--- src/rtl/amo_unit.sv ---
// A-extension executor: LR/SC with a single-word, aging reservation and
// AMO read-modify-write against the word-wide data memory port.
module amo_unit #(
    parameter int RESV_TIMEOUT = 64
) (
    input  logic        clk,
    input  logic        reset,
    input  logic        req_valid,
    output logic        req_ready,
    input  logic [3:0]  req_sel,
    input  logic [31:0] req_addr,
    input  logic [31:0] req_wdata,
    output logic        resp_valid,
    output logic [31:0] resp_rdata,
    output logic        resp_error,
    output logic        mem_cmd_valid,
    input  logic        mem_cmd_ready,
    output logic        mem_cmd_wen,
    output logic [31:0] mem_cmd_addr,
    output logic [31:0] mem_cmd_wdata,
    input  logic        mem_resp_valid,
    input  logic [31:0] mem_resp_rdata,
    input  logic        resv_clear,
    input  logic        snoop_wvalid,
    input  logic [31:0] snoop_waddr
);
    localparam logic [3:0] ASEL_X    = 4'd0;
    localparam logic [3:0] ASEL_LR   = 4'd1;
    localparam logic [3:0] ASEL_SC   = 4'd2;
    localparam logic [3:0] ASEL_SWAP = 4'd3;
    localparam logic [3:0] ASEL_ADD  = 4'd4;
    localparam logic [3:0] ASEL_XOR  = 4'd5;
    localparam logic [3:0] ASEL_AND  = 4'd6;
    localparam logic [3:0] ASEL_OR   = 4'd7;
    localparam logic [3:0] ASEL_MAX  = 4'd8;
    localparam logic [3:0] ASEL_MIN  = 4'd9;
    localparam logic [9:0] TMO       = RESV_TIMEOUT[9:0];

    typedef enum logic [2:0] {S_IDLE, S_RD, S_RD_WAIT, S_WR, S_RESP} state_t;

    state_t      state_q, state_d;
    logic [3:0]  op_q;
    logic [29:0] addr_q;
    logic [31:0] rs2_q;
    logic [31:0] wdata_q;
    logic [31:0] rdata_q;
    logic        err_q;
    logic        resv_valid;
    logic [29:0] resv_addr;
    logic [9:0]  resv_age;
    logic [31:0] amo_result;

    logic [29:0] req_word;
    logic        accept, req_bad, sc_hit, rd_capture;
    logic        resv_set, set_kill, resv_kill, amo_wr_hit;
    logic        unused_snoop_lsb;

    assign req_word   = req_addr[31:2];
    assign accept     = req_valid && (state_q == S_IDLE);
    assign req_bad    = (req_addr[1:0] != 2'b00) || (req_sel == ASEL_X) || (req_sel > ASEL_MIN);
    // A store landing on the same word in the accept cycle already voids the SC.
    assign sc_hit     = resv_valid && (resv_addr == req_word) && !resv_clear &&
                        !(snoop_wvalid && (snoop_waddr[31:2] == req_word));
    assign rd_capture = (state_q == S_RD_WAIT) && mem_resp_valid;
    assign unused_snoop_lsb = ^snoop_waddr[1:0];

    always_ff @(posedge clk) begin
        if (reset) state_q <= S_IDLE;
        else       state_q <= state_d;
    end

    always_comb begin
        state_d = state_q;
        case (state_q)
            S_IDLE: begin
                if (req_valid) begin
                    if (req_bad)                 state_d = S_RESP;
                    else if (req_sel == ASEL_SC) state_d = sc_hit ? S_WR : S_RESP;
                    else                         state_d = S_RD;
                end
            end
            S_RD:      if (mem_cmd_ready) state_d = S_RD_WAIT;
            S_RD_WAIT: if (mem_resp_valid) state_d = (op_q == ASEL_LR) ? S_RESP : S_WR;
            S_WR:      if (mem_cmd_ready) state_d = S_RESP;
            S_RESP:    state_d = S_IDLE;
            default:   state_d = S_IDLE;
        endcase
    end

    always_comb begin
        amo_result = rs2_q;
        case (op_q)
            ASEL_SWAP: amo_result = rs2_q;
            ASEL_ADD:  amo_result = mem_resp_rdata + rs2_q;
            ASEL_XOR:  amo_result = mem_resp_rdata ^ rs2_q;
            ASEL_AND:  amo_result = mem_resp_rdata & rs2_q;
            ASEL_OR:   amo_result = mem_resp_rdata | rs2_q;
            ASEL_MAX:  amo_result = ($signed(rs2_q) > $signed(mem_resp_rdata)) ? rs2_q : mem_resp_rdata;
            ASEL_MIN:  amo_result = ($signed(rs2_q) < $signed(mem_resp_rdata)) ? rs2_q : mem_resp_rdata;
            default:   amo_result = rs2_q;
        endcase
    end

    always_ff @(posedge clk) begin
        if (reset) begin
            op_q    <= ASEL_X;
            addr_q  <= '0;
            rs2_q   <= '0;
            wdata_q <= '0;
            rdata_q <= '0;
            err_q   <= 1'b0;
        end else begin
            if (accept) begin
                op_q    <= req_sel;
                addr_q  <= req_word;
                rs2_q   <= req_wdata;
                wdata_q <= req_wdata;
                err_q   <= req_bad;
                rdata_q <= (!req_bad && req_sel == ASEL_SC && !sc_hit) ? 32'd1 : 32'd0;
            end
            if (rd_capture) begin
                rdata_q <= mem_resp_rdata;
                wdata_q <= amo_result;
            end
        end
    end

    // Reservation: age counts cycles since set; valid while age <= RESV_TIMEOUT.
    assign resv_set   = rd_capture && (op_q == ASEL_LR);
    assign set_kill   = resv_clear || (snoop_wvalid && (snoop_waddr[31:2] == addr_q));
    assign amo_wr_hit = (state_q == S_WR) && mem_cmd_ready && (op_q != ASEL_SC) && (addr_q == resv_addr);
    assign resv_kill  = resv_clear || (accept && req_sel == ASEL_SC) || amo_wr_hit ||
                        (snoop_wvalid && (snoop_waddr[31:2] == resv_addr)) ||
                        (resv_valid && resv_age >= TMO);

    always_ff @(posedge clk) begin
        if (reset) begin
            resv_valid <= 1'b0;
            resv_addr  <= '0;
            resv_age   <= '0;
        end else if (resv_set && !set_kill) begin
            resv_valid <= 1'b1;
            resv_addr  <= addr_q;
            resv_age   <= 10'd1;
        end else if (resv_kill || resv_set) begin
            resv_valid <= 1'b0;
            resv_age   <= '0;
        end else if (resv_valid) begin
            resv_age   <= resv_age + 10'd1;
        end
    end

    assign req_ready     = (state_q == S_IDLE);
    assign resp_valid    = (state_q == S_RESP);
    assign resp_rdata    = (state_q == S_RESP) ? rdata_q : 32'd0;
    assign resp_error    = (state_q == S_RESP) && err_q;
    assign mem_cmd_valid = (state_q == S_RD) || (state_q == S_WR);
    assign mem_cmd_wen   = (state_q == S_WR);
    assign mem_cmd_addr  = {addr_q, 2'b00};
    assign mem_cmd_wdata = wdata_q;

endmodule

--- config.mk ---
export PLATFORM = sky130hd
export DESIGN_NAME = amo_unit
export DESIGN_NICKNAME = d
export VERILOG_FILES = /design/src/rtl/amo_unit.sv
export SDC_FILE = /design/constraint.sdc
export NUM_CORES = 1
export LEC_CHECK = 0
export CAP_MARGIN = 20
export CORE_UTILIZATION = 30
export CTS_CLUSTER_DIAMETER = 40
export DETAILED_ROUTE_END_ITERATION = 10
export GPL_ROUTABILITY_DRIVEN = 0
export GPL_TIMING_DRIVEN = 0
export RECOVER_POWER = 50
export SYNTH_ARGS = -nofsm -noshare
export SYNTH_HDL_FRONTEND = slang
export SYNTH_SLANG_ARGS = --single-unit
--- constraint.sdc ---
create_clock -name clk -period 9.2 [get_ports clk]
set_input_delay 1.38 -clock clk [delete_from_list [all_inputs] [get_ports clk]]
set_output_delay 1.38 -clock clk [all_outputs]
set_load 0.01 [all_outputs]
==> metrics <==
clock transition at the registers of the reported paths=0.07 ns; slew at the pin closest to its max-slew limit=just over 1 ns; via count=13.6k; Crit Path Category=in -> reg; post-synthesis xor/xnor area fraction=~12%; Power Dens Cells=135 nW/µm²; Seq cells post-synth=175; final setup violation count=0; synth warn=0; Die W=209 µm; vias per inst=5.50; first-pass GRT wire length=80.5 mm; Num CTS Buffers=17; number of global-route vias before repair=approximately 13k; post-synthesis cell count=1656; grt total ovfl=0; Slew headroom=about a third; Fin. Hold Viols=0; gr usage total=24.4%; DIE AREA=between 40000 and 50000 µm²; post-DP HPWL=42.2 mm; ANT cells=0; Unique masters post-synth=67; Avg Cell Area, Syn=7.78 µm²; status=completed; first-pass iteration count of the detailed router=5; ys async rst share=0%; DRT antenna net count=0; main combinational cell family by area after synthesis=compound AO/OA/AOI/OAI gates; initial antenna violation count=2; WL/cell=21.9 µm; Clock Skew=around 0.014 ns; setup bufs post-CTS=0; Final #Nets=2152; First DRT Iteration DRCs=1479; Initial Util=30.6%; worst hold path type=reg -> reg; Clk Latency, worst-skew pair=0.46 ns; Seq/Total Area, Yosys=27.2%; Synth Flop Type=dfxtp_1; Max Cap Viol=0; CP Capture Type=flip-flop; TritonCTS clock tree=yes; io pins=240; cts repair resizes=0; setup_tns=0 ns; Area growth syn-to-layout=28.5%; routed wire length=54.1 mm; crit path max-delay cell type=o41ai_2; critical path arrival=5.95 ns; crit path time final=5.59 ns; CTS H-Tree Depth=4; Post-Syn Area=12900 µm²; Synth Area in Compound Gates=21.4%; most common cell after layout, fill and taps aside=nand2_1; fin cells=approximately 2.5k; Lkg Pwr=roughly 0.0063 µW; DRC=0; I/O Buffers=235; placed insts=2434; commonest non-fill, non-tap cells in the layout=nand2_1, a21oi_1, dfxtp_1; layout cells sized above 1=3.48%; Startpoint Class=input pin; Crit Path Max Fanout=10; critical-path cell list=clkdlybuf4s50_1 -> inv_1 -> ha_1 -> buf_2 -> inv_1 -> a21oi_1 -> a21oi_1 -> o41ai_2 -> a31oi_4 -> a21boi_4 -> o41ai_2 -> buf_2 -> a221oi_1 -> a221oi_1; Final Max Tran Viols=0; RSZ-0062 raised after global routing=no; Largest stage delay, worst path=0.70 ns; VDD IR max=146 µV; largest net degree at the start of global routing=18; clk sinks=175; EDFF count, synth=0; CTS Hold Bufs=0; Die H=209 µm; row count=between 70 and 80; Core ar.=42100 µm²; Simple-Gate Fraction of Synth Area=19.0%; critical path required time=~9.6 ns; mux contribution to synthesized area=4.84%; Tcrit/Tclk final=60.8%; root buf cell=clkbuf_16; FMAX=179 MHz; Synth Area in Adders=roughly a tenth; clk buf depth=2
## routing by layer
layer  global-route usage, %  vias up  routed length [µm]
li1                        -     6326                   -
met2                    41.4      720               25400
met5                       0        -                   0
met1                    30.4     6394               21900
met3                    4.48      123                4850
met4                    9.79        0                1990
## through the flow
step / hold slack (ns) / setup slack (ns) / instance area, µm² / power [µW] / utilization, %
floorplan: 0.443 / 4.88 / 12900 / 1180 / -
global placement: 0.451 / 3.27 / 15900 / 1450 / 37.8
global route: 0.490 / 3.54 / 16600 / 2330 / 39.3
finish: 0.463 / 3.61 / 16600 / 2240 / 39.3
CTS: 0.463 / 3.74 / 16600 / 2250 / 39.3
detailed placement: 0.454 / 3.26 / 15900 / 1460 / 37.8
## final cells by class
class,instances,area (µm²)
Timing Repair Buffer,238,2370
Buffer,106,447
Sequential cell,175,3500
Inverter,81,304
Clock inverter,14,195
Tap cell,539,674
Clock buffer,18,429
Fill cell,4333,25600
Multi-Input combinational cell,1295,8630
## path summary, 6_finish.rpt
path	depth (start not counted)	start	slack, ns	endpoint
worst max register to register	13	rs2_q[7]	4.82	mem_cmd_wdata[26]
worst min-delay path	2	rdata_q[12]	0.46	rdata_q[12]
worst min register to register	2	rdata_q[12]	0.46	rdata_q[12]
worst max-delay path	14	mem_resp_rdata[7]	3.61	mem_cmd_wdata[26]
## where the power goes
| part | total, µW | switching, µW | internal [µW] | leakage (µW) |
|---|---|---|---|---|
| Combinational | 606 | 363 | 243 | 0.00460 |
| Clock | 793 | 355 | 438 | 0.000300 |
| Sequential | 840 | 48.7 | 791 | 0.00143 |
## Yosys cell counts (all sizes together) (39+ instances only)
master | number | area [µm²]
and2 | 39 | 244
nand4 | 39 | 244
o21ai | 62 | 310
xnor2 | 126 | 1100
mux2i | 60 | 601
nor2 | 98 | 368
a21oi | 191 | 956
inv | 81 | 304
ha | 98 | 1230
nand3 | 46 | 230
a221oi | 64 | 579
dfxtp | 175 | 3500
xor2 | 51 | 447
clkbuf | 85 | 320
nand2 | 227 | 852
## cell families after synthesis
family	after synthesis
buffers and inverters	187
adder cells (fa/ha/maj)	99
AO/OA/AOI/OAI	428
other	1
XOR/XNOR	177
flip-flops	175
multiplexers	62
AND/OR/NAND/NOR	527
## critical path, delay by kind of cell
family	cells	cell delay (ns)
compound gates	8	2.72
fa+ha+maj	1	0.29
buf+inv	5	1.55
## registers in the layout, summed over array words and instances, names as in the netlist
register / count
resv_addr: 30
resv_valid: 1
addr_q: 30
mem_cmd_wdata: 32
rdata_q: 32
state_q: 3
resv_age: 10
err_q: 1
op_q: 4
rs2_q: 32
(Power assumes the default switching activity.)
